[config.mk]
export PLATFORM = sky130hd
export DESIGN_NAME = pc_unit_flat
export DESIGN_NICKNAME = d
export VERILOG_FILES = /design/src/rtl/pc_pkg.sv /design/src/rtl/pc_unit_if.sv /design/src/rtl/pc_unit_jump_concat.sv /design/src/rtl/pc_unit.sv /design/src/flat_wrapper.sv
export SDC_FILE = /design/constraint.sdc
export NUM_CORES = 1
export LEC_CHECK = 0
export BUFFER_PORTS_ARGS = -buffer_cell sky130_fd_sc_hd__buf_2
export CAP_MARGIN = 20
export CORE_MARGIN = 2
export CORE_UTILIZATION = 40
export CTS_CLUSTER_DIAMETER = 50
export DETAILED_ROUTE_END_ITERATION = 8
export PLACE_DENSITY = 0.7
export SYNTH_ARGS = -nofsm -noshare
export SYNTH_HDL_FRONTEND = slang
export SYNTH_SLANG_ARGS = --single-unit
[constraint.sdc]
create_clock -name clk -period 3.3 [get_ports clk]
set_input_delay 0.165 -clock clk [delete_from_list [all_inputs] [get_ports clk]]
set_output_delay 0.165 -clock clk [all_outputs]
set_load 0.03 [all_outputs]
[src/rtl/pc_pkg.sv]
// PC unit shared types.
// Next-PC mode encodings and control FSM state.
package pc_pkg;

   typedef enum logic [2:0] {
      MODE_SEQ    = 3'd0,
      MODE_JUMP   = 3'd1,
      MODE_BRANCH = 3'd2,
      MODE_JR     = 3'd3
   } mode_e;

   typedef enum logic {
      ST_RUN  = 1'b0,
      ST_HOLD = 1'b1
   } state_e;

endpackage

[src/rtl/pc_unit_if.sv]
// PC unit control/target bundle.
// Master drives control, slave (pc_unit) returns PC state.
interface pc_unit_if #(
   parameter int ADDR_W = 32,
   parameter int OFFS_W = 26,
   parameter int IMM_W  = 16
);
   logic              stall;
   logic [2:0]        mode;
   logic              br_taken;
   logic              exc;
   logic [OFFS_W-1:0] offset;
   logic [IMM_W-1:0]  imm;
   logic [ADDR_W-1:0] rs_val;
   logic [ADDR_W-1:0] pc;
   logic [ADDR_W-1:0] npc;
   logic              pending;
   logic              misalign;

   modport master (
      output stall, mode, br_taken, exc,
      output offset, imm, rs_val,
      input  pc, npc, pending, misalign
   );

   modport slave (
      input  stall, mode, br_taken, exc,
      input  offset, imm, rs_val,
      output pc, npc, pending, misalign
   );
endinterface

[src/rtl/pc_unit_jump_concat.sv]
// J-type target formation.
// Upper bits of pc+4, then the word index, then 2'b00.
module jump_concat #(
   parameter int ADDR_W = 32,
   parameter int OFFS_W = 26
) (
   input  logic [ADDR_W-OFFS_W-3:0] seq_hi_i,
   input  logic [OFFS_W-1:0]        offset_i,
   output logic [ADDR_W-1:0]        target_o
);
   assign target_o = {seq_hi_i, offset_i, 2'b00};
endmodule

[src/rtl/pc_unit.sv]
// Program counter with jump/branch/JR/exception redirect.
// A redirect seen under stall is parked until stall drops.
module pc_unit
   import pc_pkg::*;
#(
   parameter int              ADDR_W   = 32,
   parameter int              OFFS_W   = 26,
   parameter int              IMM_W    = 16,
   parameter logic [ADDR_W-1:0] RESET_PC = 32'h0040_0000,
   parameter logic [ADDR_W-1:0] EXC_VEC  = 32'h0040_0004
) (
   input  logic  clk,
   input  logic  rst,
   pc_unit_if.slave bus
);
   logic [ADDR_W-1:0] pc_q, pc_d;
   logic [ADDR_W-1:0] pend_q, pend_d;
   logic              mis_q, mis_d;
   state_e            state_q, state_d;

   logic [ADDR_W-1:0] seq, jmp_tgt, br_tgt, imm_ext;
   logic [ADDR_W-1:0] redir_tgt, npc;
   logic              redir;

   assign seq     = pc_q + ADDR_W'(4);
   assign imm_ext = {{(ADDR_W-IMM_W){bus.imm[IMM_W-1]}}, bus.imm};
   assign br_tgt  = seq + (imm_ext << 2);

   jump_concat #(
      .ADDR_W(ADDR_W),
      .OFFS_W(OFFS_W)
   ) u_jc (
      .seq_hi_i(seq[ADDR_W-1:OFFS_W+2]),
      .offset_i(bus.offset),
      .target_o(jmp_tgt)
   );

   // Redirect decode: exception beats any mode-driven redirect.
   always_comb begin
      redir     = 1'b0;
      redir_tgt = seq;
      mis_d     = 1'b0;
      case (bus.mode)
         MODE_JUMP: begin
            redir     = 1'b1;
            redir_tgt = jmp_tgt;
         end
         MODE_BRANCH: begin
            if (bus.br_taken) begin
               redir     = 1'b1;
               redir_tgt = br_tgt;
            end
         end
         MODE_JR: begin
            redir = 1'b1;
            if (bus.rs_val[1:0] != 2'b00) begin
               redir_tgt = EXC_VEC;
               mis_d     = 1'b1;
            end else begin
               redir_tgt = bus.rs_val;
            end
         end
         default: ;
      endcase
      if (bus.exc) begin
         redir     = 1'b1;
         redir_tgt = EXC_VEC;
         mis_d     = 1'b0;
      end
   end

   // Next-PC select: live redirect, then parked target, then pc+4.
   always_comb begin
      npc = seq;
      if (redir)
         npc = redir_tgt;
      else if (state_q == ST_HOLD)
         npc = pend_q;
   end

   // Control FSM next state, PC and parked-target updates.
   always_comb begin
      state_d = state_q;
      pc_d    = pc_q;
      pend_d  = pend_q;
      if (bus.stall) begin
         if (redir) begin
            pend_d  = redir_tgt;
            state_d = ST_HOLD;
         end
      end else begin
         pc_d    = npc;
         state_d = ST_RUN;
      end
   end

   // State registers.
   always_ff @(posedge clk or posedge rst) begin
      if (rst) begin
         pc_q    <= RESET_PC;
         pend_q  <= '0;
         mis_q   <= 1'b0;
         state_q <= ST_RUN;
      end else begin
         pc_q    <= pc_d;
         pend_q  <= pend_d;
         mis_q   <= mis_d;
         state_q <= state_d;
      end
   end

   assign bus.pc       = pc_q;
   assign bus.npc      = npc;
   assign bus.pending  = (state_q == ST_HOLD);
   assign bus.misalign = mis_q;
endmodule

[src/flat_wrapper.sv]
// flat-port wrapper written by rule: the top's interface ports become plain ports
module pc_unit_flat import pc_pkg::*;
#(
   parameter int              ADDR_W   = 32,
   parameter int              OFFS_W   = 26,
   parameter int              IMM_W    = 16,
   parameter logic [ADDR_W-1:0] RESET_PC = 32'h0040_0000,
   parameter logic [ADDR_W-1:0] EXC_VEC  = 32'h0040_0004
)
  (clk, rst, bus_stall, bus_mode, bus_br_taken, bus_exc, bus_offset, bus_imm, bus_rs_val, bus_pc, bus_npc, bus_pending, bus_misalign);
  pc_unit_if #(.ADDR_W(ADDR_W), .OFFS_W(OFFS_W), .IMM_W(IMM_W)) bus_i ();
  input  logic clk;
  input  logic rst;
  input wire logic [$bits(bus_i.stall)-1:0] bus_stall;
  input wire logic [$bits(bus_i.mode)-1:0] bus_mode;
  input wire logic [$bits(bus_i.br_taken)-1:0] bus_br_taken;
  input wire logic [$bits(bus_i.exc)-1:0] bus_exc;
  input wire logic [$bits(bus_i.offset)-1:0] bus_offset;
  input wire logic [$bits(bus_i.imm)-1:0] bus_imm;
  input wire logic [$bits(bus_i.rs_val)-1:0] bus_rs_val;
  output wire logic [$bits(bus_i.pc)-1:0] bus_pc;
  output wire logic [$bits(bus_i.npc)-1:0] bus_npc;
  output wire logic [$bits(bus_i.pending)-1:0] bus_pending;
  output wire logic [$bits(bus_i.misalign)-1:0] bus_misalign;
  assign bus_i.stall = bus_stall;
  assign bus_i.mode = bus_mode;
  assign bus_i.br_taken = bus_br_taken;
  assign bus_i.exc = bus_exc;
  assign bus_i.offset = bus_offset;
  assign bus_i.imm = bus_imm;
  assign bus_i.rs_val = bus_rs_val;
  assign bus_pc = bus_i.pc;
  assign bus_npc = bus_i.npc;
  assign bus_pending = bus_i.pending;
  assign bus_misalign = bus_i.misalign;
  pc_unit #(.ADDR_W(ADDR_W), .OFFS_W(OFFS_W), .IMM_W(IMM_W), .RESET_PC(RESET_PC), .EXC_VEC(EXC_VEC)) u_core (.clk(clk), .rst(rst), .bus(bus_i));
endmodule
==> impl_metrics.tcl, run 1 <==
set metrics [dict create \
    status "finished with violations" \
    violations "DRC, setup timing" \
    cts.sinks 66 \
    setup_tns_ns -27.53 \
    p_int_mw 2.79 \
    ctsRootBufferMaster "clkbuf_16" \
    fin_crit_ns 4.21 \
    final_hold_viol_count 0 \
    power.share.sequential_pct 20.3 \
    dieArea_sq_um 17000 \
    grt_util_all_layers_pct 36.7 \
    drv_cap 0 \
    worst_pin_slew_ns 0.871 \
    die_y_um 131 \
    maxSlewViolCount 0 \
    maxSlewHeadroom_pct 41.9 \
    skew_ns 0.0177 \
    crit_top_cell "buf_6" \
    p_sw_mw 2.03 \
    final_cell_area_sq_um 11600 \
    cp-start-kind "flop" \
    dp_slack_ns -0.357 \
    viasPerCell 6.81 \
    coreArea_sq_um 15800 \
    worst_hold_slack_ns 0.170 \
    syn-num-nets 934 \
    irDropWorstVdd_v 0.000305 \
    pwr-share-clk_pct 23.5 \
    cts_tree "done" \
    synthCells 815 \
    fp.dieW_um 131 \
    gr-total-overflow 0 \
    hold_path.class "primary input to flop" \
    netlist_top_cells_area "dfrtp_1 (25%), ha_1 (7.0%), o21ai_0 (5.9%)" \
    crit_type "flop to primary output" \
    combPwrFrac_pct 56.3 \
    routedWlPerCell_um 26.1 \
    crit_arrival_ns 4.05 \
    synthArstFlopShare_pct 100 \
    final_cell_mix "buf_4 (237), buf_2 (122), nand2_1 (88)" \
    drive_above_1_share_pct 58.5 \
    layout_commonest_cell "buf_4" \
    io-pin-count 148 \
    slowest_delay_ns 0.54 \
    netSwitchingFraction_pct 42.1 \
    remaining_drc_errors 17 \
    clkTransAtPathRegs_ns 0.07 \
    cts_max_path_buffers 2 \
    place.gp.congestion 0.980 \
    netlist_area_sq_um 6410 \
    ant_nets 0 \
    cp_data_required_time_ns 3.13 \
    grt_antenna_before_repair 1 \
    ff2ff_setup_slack_ns -0.64 \
    power.leakage_nw 5.23 \
    initial_utilization_pct 40.6 \
    dpl-instance-area_sq_um 8930 \
    grt_setup_unrepaired "yes" \
    synth_warnings 0 \
    wirelength_um 36900 \
    cp-end-kind "primary output" \
    max_freq_ghz 0.238 \
    synth_edf_count 0 \
    fin_ws_ns -0.910 \
    htree_levels 3 \
    synth_top_area_share_pct 25.4 \
    yosysSeqAreaShare_pct 25.8 \
    ys.flop_type "dfrtp_1" \
    avgSynthCellArea_sq_um 7.86 \
    drt_iter0_markers 1509 \
    area_growth_pct 80.6 \
    synth_cell_types 68 \
    std_cell_rows 46 \
    first_pass_iters 9 \
    hpwl_um 20700 \
    min_period_over_period_pct 128 \
    fill_cells 987 \
    synth_top_area_cell "dfrtp_1" \
    cts_buffers 9 \
    io_buffers 147 \
    grt_pass1_wl_um 47700 \
    synth_seq_cells 66 \
    path_cells "buf_6 -> and3_4 -> and3_4 -> nand3_2 -> xnor2_2 -> ha_4 -> buf_6 -> nand2_2 -> o211ai_1 -> a21oi_4 -> buf_4 -> o21ai_2 -> o221ai_2 -> xnor2_1 -> a221oi_2 -> o21ai_2 -> buf_6" \
    crit_path_top_delay_cell "o211ai_1" \
    grt_max_degree 30 \
    clk_latency_ns 0.37 \
    pwr_density_cell_nw_per_um2 417 \
    layout.nets 1311 \
    diodes 0 \
    crit_fanout 6 \
    seqCellArea_sq_um 1680 \
    multi_input_area_sq_um 6180 \
    setup-violations-final 63 \
    grt_pass1_vias 8716 \
    vias 9616 \
]
[metal layers]
layer  track usage (%)  part of all wire [%]
met1              45.3                    34
met2              57.5                    43
met3              9.41                    13
met4              22.8                   9.4
met5                 0                     0
[synth_stat cells, types with 12 or more instances]
library cell	n
ha_1	36
xnor2_1	31
o211ai_1	15
a222oi_1	13
inv_1	14
mux2i_1	17
o21ai_0	76
nor2_1	65
nor3_1	18
mux2_2	28
and3_1	15
dfrtp_1	65
nand4_1	12
clkbuf_1	42
a211oi_1	12
nand2_1	97
nand3_1	26
a21oi_1	50
o22ai_1	12
o31ai_1	12
nand2b_1	19
[layout make-up]
class	instances	area share [%]
multi-input combinational	684	53.4
timing repair buffer	415	26.5
sequential	66	14.5
tap	216	2.34
clock buffer	10	1.98
clock inverter	6	0.778
inverter	16	0.541
[power groups by stage]
stage | combinational [mW] | sequential, mW | clock [mW]
finish | 2.71 | 0.978 | 1.13
global route | 2.81 | 0.984 | 1.14
CTS | 2.28 | 0.966 | 1.10
detailed placement | 1.83 | 0.979 | 0
global placement | 1.82 | 0.974 | 0
floorplan | 0.959 | 1.08 | 0
[repair_timing]
action / 4_1_cts / 5_1_grt
pin swaps: 86 / 63
setup endpoints to repair: 55 / 66
setup buffers: 66 / 25
hold endpoints to repair: 19 / 0
resized for setup: 224 / 116
hold buffers: 1 / 0
[metrics by stage]
stage	std cells	power, mW	util (%)
CTS	1390	4.34	68.1
global placement	1313	2.79	56.5
finish	1413	4.82	73.4
floorplan	815	2.04	-
detailed placement	1314	2.81	56.6
global route	1413	4.93	73.4
[cell families (layout without fill, tap and decap cells)]
logic type | after synthesis | in the layout | synth area share, %
xor+xnor | 42 | 42 | 5.74
buf+inv | 65 | 447 | 3.91
flops | 66 | 66 | 25.8
mux | 45 | 45 | 7.58
compound gates | 268 | 268 | 27.7
fa+ha+maj | 37 | 37 | 7.34
simple gates | 292 | 292 | 21.9
[final timing paths]
check / from / endpoint / depth (start not counted)
max: u_core.bus.pc[2] / bus_npc[31] / 17
min: bus_rs_val[28] / u_core.pend_q[28] / 3
max reg2reg: u_core.bus.pc[2] / u_core.pend_q[31] / 18
min reg2reg: u_core.pend_q[0] / u_core.pend_q[0] / 2
max in group asynchronous: rst / u_core.bus.pc[23] / 4
min in group asynchronous: rst / u_core.bus.pc[27] / 3
[registers in the layout (all words and copies together), names as in the netlist]
register and cells:
u_core.bus.misalign 1, u_core.bus.pc 32, u_core.bus.pending 1, u_core.pend_q 32
[critical path, delay by kind of cell (launching register included)]
family,cells,cell delay (ns)
buf+inv,4,0.58
flops,1,0.43
xor+xnor,2,0.33
fa+ha+maj,1,0.29
compound gates,6,1.31
simple gates,4,0.73
Note: power is estimated with default switching activity, not from simulation.
==> run 2: changes to the inputs <==
--- a/config.mk
+++ b/config.mk
@@ -5,13 +5,15 @@
 export SDC_FILE = /design/constraint.sdc
 export NUM_CORES = 1
 export LEC_CHECK = 0
+export ABC_AREA = 1
 export BUFFER_PORTS_ARGS = -buffer_cell sky130_fd_sc_hd__buf_2
 export CAP_MARGIN = 20
 export CORE_MARGIN = 2
 export CORE_UTILIZATION = 40
 export CTS_CLUSTER_DIAMETER = 50
 export DETAILED_ROUTE_END_ITERATION = 8
-export PLACE_DENSITY = 0.7
+export HOLD_SLACK_MARGIN = 0.06
+export PLACE_DENSITY = 0.69
 export SYNTH_ARGS = -nofsm -noshare
 export SYNTH_HDL_FRONTEND = slang
 export SYNTH_SLANG_ARGS = --single-unit
==> run 2 against run 1 <==
The flow finishes with violations (setup timing). Via count rose by 2.1%. First-iteration DRC count fell by 34%. Power is 2.2% lower. Cell area grew 4.2%. Fmax rose by 11%. Non-clock buffer count is 17 lower.
==> impl_metrics.tcl, run 2 <==
set metrics [dict create \
    r2r-end "u_core.bus.pc[25]" \
    std_cell_rows 49 \
    io-pin-count 148 \
    path_cells "ha_4 -> inv_2 -> nor2_4 -> nand2_4 -> buf_4 -> xor2_1 -> inv_2 -> ha_4 -> nand2_2 -> inv_1 -> nand2_4 -> inv_1 -> nand2_1 -> nand3b_1 -> buf_4 -> nand3_2 -> nand4_1 -> nand3_2 -> nand4_1 -> and2_4 -> buf_6" \
    final_hold_viol_count 0 \
    io_buffers 147 \
    setup-violations-final 38 \
    cp_top_family "simple AND/OR/NAND/NOR gates" \
    power.leakage_nw 6.12 \
    cp-end-kind "primary output" \
    cp-start-kind "flop" \
    max_freq_ghz 0.263 \
    fin_crit_ns 3.80 \
    p_sw_mw 1.95 \
    fin_cells 1783 \
    status "finished with violations" \
    cts_hold_buf 0 \
    cp_data_required_time_ns 3.13 \
    netSwitchingFraction_pct 41.5 \
    final_cell_mix "nand2_1 (313), buf_4 (232), buf_2 (121)" \
    fp.dieW_um 138 \
    yosysSeqAreaShare_pct 23.0 \
    fill_cells 1430 \
    coreArea_sq_um 17800 \
    power.share.sequential_pct 20.5 \
    worst_hold_slack_ns 0.0947 \
    routedWlPerCell_um 18.0 \
    initial_utilization_pct 40.4 \
    netlist_area_sq_um 7190 \
    netlist_top_cells_area "dfrtp_1 (23%), nand2_1 (21%), inv_1 (7.3%)" \
    crit_fanout 5 \
    synth_common_cells "nand2_1 (402), inv_1 (139), nor2_1 (104)" \
    cts_buffers 9 \
    synthCells 1182 \
    yosysMostFrequentCell "nand2_1" \
    crit_buf_inv 7 \
    drt_iter0_markers 1003 \
    synth_top_area_share_pct 22.6 \
    skew_ns 0.00681 \
    cts.sinks 66 \
    combPwrFrac_pct 54.8 \
    area_growth_pct 67.7 \
    min_period_over_period_pct 115 \
    ys.flop_type "dfrtp_1" \
    layout.nets 1668 \
    crit_type "flop to primary output" \
    maxSlewHeadroom_pct 36.6 \
    hpwl_um 21600 \
    grt_util_all_layers_pct 30.5 \
    drv_cap 0 \
    hold_path.class "primary input to async pin" \
    cts_max_path_buffers 2 \
    r2r_cells 26 \
    htree_levels 3 \
    grt_pass1_wl_um 46700 \
    cts_tree "done" \
    synth_warnings 0 \
    syn-num-nets 1301 \
    synth_cell_types 54 \
    layout_commonest_cell "nand2_1" \
    pwr_density_cell_nw_per_um2 391 \
    drive_above_1_share_pct 48.8 \
    dieArea_sq_um 19100 \
    grt_setup_unrepaired "yes" \
    grt_antenna_before_repair 0 \
    worst_pin_slew_ns 0.951 \
    avgSynthCellArea_sq_um 6.08 \
    crit_arrival_ns 3.63 \
    place.gp.congestion 0.997 \
    p_int_mw 2.76 \
    irDropWorstVdd_v 0.000310 \
    clk_latency_ns 0.34 \
    ff2ff_setup_slack_ns -0.20 \
    final_util_pct 67.8 \
    synthArstFlopShare_pct 100 \
    vias 9821 \
    remaining_drc_errors 0 \
    wirelength_um 32000 \
    ctsRootBufferMaster "clkbuf_16" \
    synth_top_area_cell "dfrtp_1" \
    slowest_delay_ns 0.44 \
    die_y_um 138 \
    r2r_start "u_core.bus.pc[6]" \
    synth_edf_count 0 \
    crit_path_top_delay_cell "dfrtp_2" \
    clkTransAtPathRegs_ns 0.05 \
    pwr-share-clk_pct 24.6 \
    gr-total-overflow 0 \
    first_pass_iters 7 \
    violations "setup timing" \
    viasPerCell 5.51 \
    diodes 0 \
    synth_seq_cells 66 \
    ant_nets 0 \
    finalPower_mw 4.71 \
    maxSlewViolCount 0 \
    grt_max_degree 67 \
    fin_ws_ns -0.497 \
    grt_pass1_vias 9293 \
    dpl.cell_count 1681 \
]
run 2: changes by cell type in the layout (fill, tap and decap cells not counted), sizes merged, moves of 16 or more:
cell | previous run | this run
nand2 | 97 | 419
inv | 16 | 144
nand2b | 19 | 0
nor2 | 65 | 120
xnor2 | 31 | 1
o21ai | 77 | 95
mux2 | 28 | 0
buf | 414 | 398
nand3 | 26 | 82
run 2: layout make-up:
class,count,area (sq um),area share (%)
inverter,146,557,4.62
timing repair buffer,398,2860,23.8
clock buffer,11,253,2.10
sequential,66,1660,13.7
tap,229,287,2.38
multi-input combinational,928,6340,52.6
clock inverter,5,100,0.830
run 2: cell families (layout without fill, tap and decap cells):
logic type | Yosys count | count (layout) | share of synthesized area (%)
xor gates and xnor gates | 20 | 20 | 2.54
buffers and inverters | 188 | 560 | 11.5
adders and majority gates | 37 | 37 | 6.54
and+or+nand+nor | 669 | 669 | 40.5
muxes | 2 | 2 | 0.279
DFF | 66 | 66 | 23.0
AOI/OAI and AO/OA | 200 | 200 | 15.7
run 2: what timing repair did:
action,CTS,global route
pin swaps,96,125
endpoints found under the hold margin,0,0
endpoints found under the setup margin,55,62
resized for setup,277,182
setup buffers,45,47
run 2: power by group through the flow:
stage               registers [mW]  logic [mW]  clock network [mW]
global route                 0.978        2.75                1.20
finish                       0.968        2.58                1.16
detailed placement           0.969        1.77                   0
CTS                          0.957        2.18                1.16
floorplan                     1.08       0.934                   0
global placement             0.965        1.75                   0
run 2: worst max path at each step:
stage               slack, ns  cells after the start             start          end
global placement        -0.32                     23  u_core.bus.pc[2]  bus_npc[23]
floorplan               -0.01                     25  u_core.bus.pc[2]  bus_npc[31]
global route            -0.61                     20  u_core.bus.pc[7]  bus_npc[22]
finish                  -0.50                     21  u_core.bus.pc[2]  bus_npc[22]
CTS                     -0.34                     21  u_core.bus.pc[2]  bus_npc[22]
detailed placement      -0.40                     20  u_core.bus.pc[2]  bus_npc[16]
run 2: stage by stage:
stage	TNS, ns	instance area, sq um	worst slack (ns)
2_1_floorplan	-0.0110	7200	-0.0110
4_1_cts	-5.79	11000	-0.342
3_3_place_gp	-4.32	9200	-0.325
3_5_place_dp	-7.26	9200	-0.395
6_report	-7.86	12100	-0.497
5_1_grt	-14.85	12100	-0.609
run 2: tightest hold or removal path: stages:
cell and delay (ns):
buf_2 0.10, inv_2 0.03, buf_4 0.69
run 2: layer usage:
layer | vias to the layer above | share of wire [%] | global-route usage [%]
met1 | 4539 | 38 | 37.6
met2 | 583 | 48 | 50.5
met3 | 145 | 7.9 | 4.81
met4 | 0 | 6.4 | 17.8
li1 | 4554 | - | -
met5 | - | 0 | 0
==> run 3: changes to the inputs <==
--- a/config.mk
+++ b/config.mk
@@ -13,7 +13,7 @@
 export CTS_CLUSTER_DIAMETER = 50
 export DETAILED_ROUTE_END_ITERATION = 8
 export HOLD_SLACK_MARGIN = 0.06
-export PLACE_DENSITY = 0.69
+export PLACE_DENSITY = 0.75
 export SYNTH_ARGS = -nofsm -noshare
 export SYNTH_HDL_FRONTEND = slang
 export SYNTH_SLANG_ARGS = --single-unit
==> run 3 against run 2 <==
The run still ends with setup timing left. Clock skew is 0.0029 ns higher. Fmax up 0.16%. Register-to-register slack got worse by 0.03 ns. Worst setup slack improved by 0.0060 ns. Global-route usage is 0.16 points lower. Critical endpoint is now bus_npc[24]. Wire length shrank 1.5%. First-iteration DRC count decreased by 2.2%. Sequential share of layout area increased by 0.35 points.
==> impl_metrics.tcl, run 3 (synthesis gave the netlist of run 2 again) <==
set metrics [dict create \
    status "finished with violations" \
    violations "setup timing" \
    area_growth_pct 63.5 \
    startpoint "u_core.bus.pc[22]" \
    layout_commonest_cell "nand2_1" \
    wirelength_um 31600 \
    final_util_pct 66.1 \
    vias 9738 \
    drive_above_1_share_pct 46.9 \
    cp-end-kind "primary output" \
    path_cells "nand2_1 -> nor2_1 -> nand2_1 -> nor2_1 -> nand2_2 -> xor2_2 -> inv_1 -> ha_4 -> nand2_4 -> nor2_4 -> nand2_2 -> inv_2 -> nand4_1 -> nand3_1 -> nand2_1 -> nand3_2 -> nand2_2 -> nand2_2 -> nand3_2 -> nand2_2 -> buf_6" \
    ant_nets 0 \
    fp.dieW_um 138 \
    coreArea_sq_um 17800 \
    crit_fanout 4 \
    final_hold_viol_count 0 \
    first_pass_iters 5 \
    maxSlewViolCount 0 \
    crit_arrival_ns 3.63 \
    grt_setup_unrepaired "yes" \
    max_freq_ghz 0.264 \
    worst_hold_slack_ns 0.125 \
    hp-start "bus_rs_val[1]" \
    clk_latency_ns 0.35 \
    grt_util_all_layers_pct 30.3 \
    io-pin-count 148 \
    std_cell_rows 49 \
    worst_pin_slew_ns 0.998 \
    dieArea_sq_um 19100 \
    cts_buffers 9 \
    r2r_start "u_core.bus.pc[4]" \
    setup_tns_ns -7.24 \
    grt_pass1_wl_um 46300 \
    crit_path_top_delay_cell "dfstp_2" \
    viasPerCell 5.56 \
    drv_cap 0 \
    fin_crit_ns 3.79 \
    crit_buf_inv 3 \
    skew_ns 0.00971 \
    pwr_density_cell_nw_per_um2 397 \
    fill_cells 1394 \
    grt_pass1_vias 9217 \
    gr-total-overflow 0 \
    clkTransAtPathRegs_ns 0.06 \
    cp_top_family "simple AND/OR/NAND/NOR gates" \
    hold_path.class "primary input to flop" \
    cts.sinks 66 \
    seqCellArea_sq_um 1660 \
    initial_utilization_pct 40.4 \
    hpwl_um 21400 \
    cp_data_required_time_ns 3.13 \
    place.gp.congestion 0.955 \
    r2r_cells 27 \
    htree_levels 3 \
    irDropWorstVdd_v 0.000289 \
    min_period_over_period_pct 115 \
    multi_input_area_sq_um 6250 \
    cp.depth 21 \
    ctsRootBufferMaster "clkbuf_16" \
    critical_path.endpoint "bus_npc[24]" \
    dp_slack_ns -0.305 \
    io_buffers 147 \
    grt_antenna_before_repair 0 \
    cp-start-kind "flop" \
    die_y_um 138 \
    fin_ws_ns -0.491 \
    finalPower_mw 4.66 \
    crit_top_cell "nand2_2" \
    diodes 0 \
    cts_tree "done" \
    r2r-end "u_core.bus.pc[25]" \
    final_cell_mix "nand2_1 (323), buf_4 (197), buf_2 (121)" \
    grt_max_degree 42 \
    slowest_delay_ns 0.52 \
    crit_type "flop to primary output" \
    layout.nets 1635 \
    setup-violations-final 32 \
    power.leakage_nw 5.95 \
    ff2ff_setup_slack_ns -0.23 \
    routedWlPerCell_um 18.0 \
    maxSlewHeadroom_pct 33.4 \
    remaining_drc_errors 0 \
    cts_max_path_buffers 2 \
    drt_iter0_markers 981 \
]
run 3: how the worst min path moves through the flow:
| stage | cells after the start | slack (ns) | endpoint |
|---|---|---|---|
| after floorplan | 2 | 0.37 | u_core.bus.misalign |
| after global placement | 2 | 0.27 | u_core.bus.pc[1] |
| after detailed placement | 2 | 0.28 | u_core.bus.pc[1] |
| after CTS | 3 | 0.12 | u_core.bus.misalign |
| after global routing | 3 | 0.15 | u_core.bus.misalign |
| final | 3 | 0.12 | u_core.bus.misalign |
run 3: repair_timing:
action                                  4_1_cts  5_1_grt
gates resized for setup                     303      128
pin swaps                                    87       54
buffers inserted                             42       22
hold buffers                                  1        0
endpoints found under the setup margin       43       53
hold endpoints to repair                     25        0
run 3: layout make-up:
class	count	area share, %
Multi-Input combinational cell	928	53.2
Timing Repair Buffer	365	22.4
Sequential cell	66	14.1
Inverter	146	4.72
Tap cell	229	2.44
Clock buffer	10	2.03
Clock inverter	6	1.17
run 3: power by group:
| group | internal [mW] | switching [mW] | total [mW] |
|---|---|---|---|
| clock network | 0.838 | 0.391 | 1.23 |
| registers | 0.897 | 0.0784 | 0.975 |
| logic | 1.02 | 1.44 | 2.46 |
| total | 2.76 | 1.91 | 4.66 |
run 3: worst register-to-register path: cells and delay by family (launching register included):
kind	cells	cell delay, ns
buffers and inverters	8	1.03
AOI/OAI and AO/OA	3	0.35
and+or+nand+nor	14	1.27
adders and majority gates	1	0.22
xor gates and xnor gates	1	0.14
DFF	1	0.40
run 3: per-layer routing:
| metal | GRT usage (%) | routed length (um) |
|---|---|---|
| met2 | 50.0 | 14900 |
| met1 | 36.7 | 11700 |
| met5 | 0 | 0 |
| met4 | 17.5 | 2010 |
| met3 | 6.51 | 2910 |
run 3: stage by stage:
stage / area (sq um) / std cells
final: 11800 / 1750
after global routing: 11800 / 1750
after CTS: 11100 / 1731
after detailed placement: 9140 / 1674
after global placement: 9140 / 1674
after floorplan: 7200 / 1182
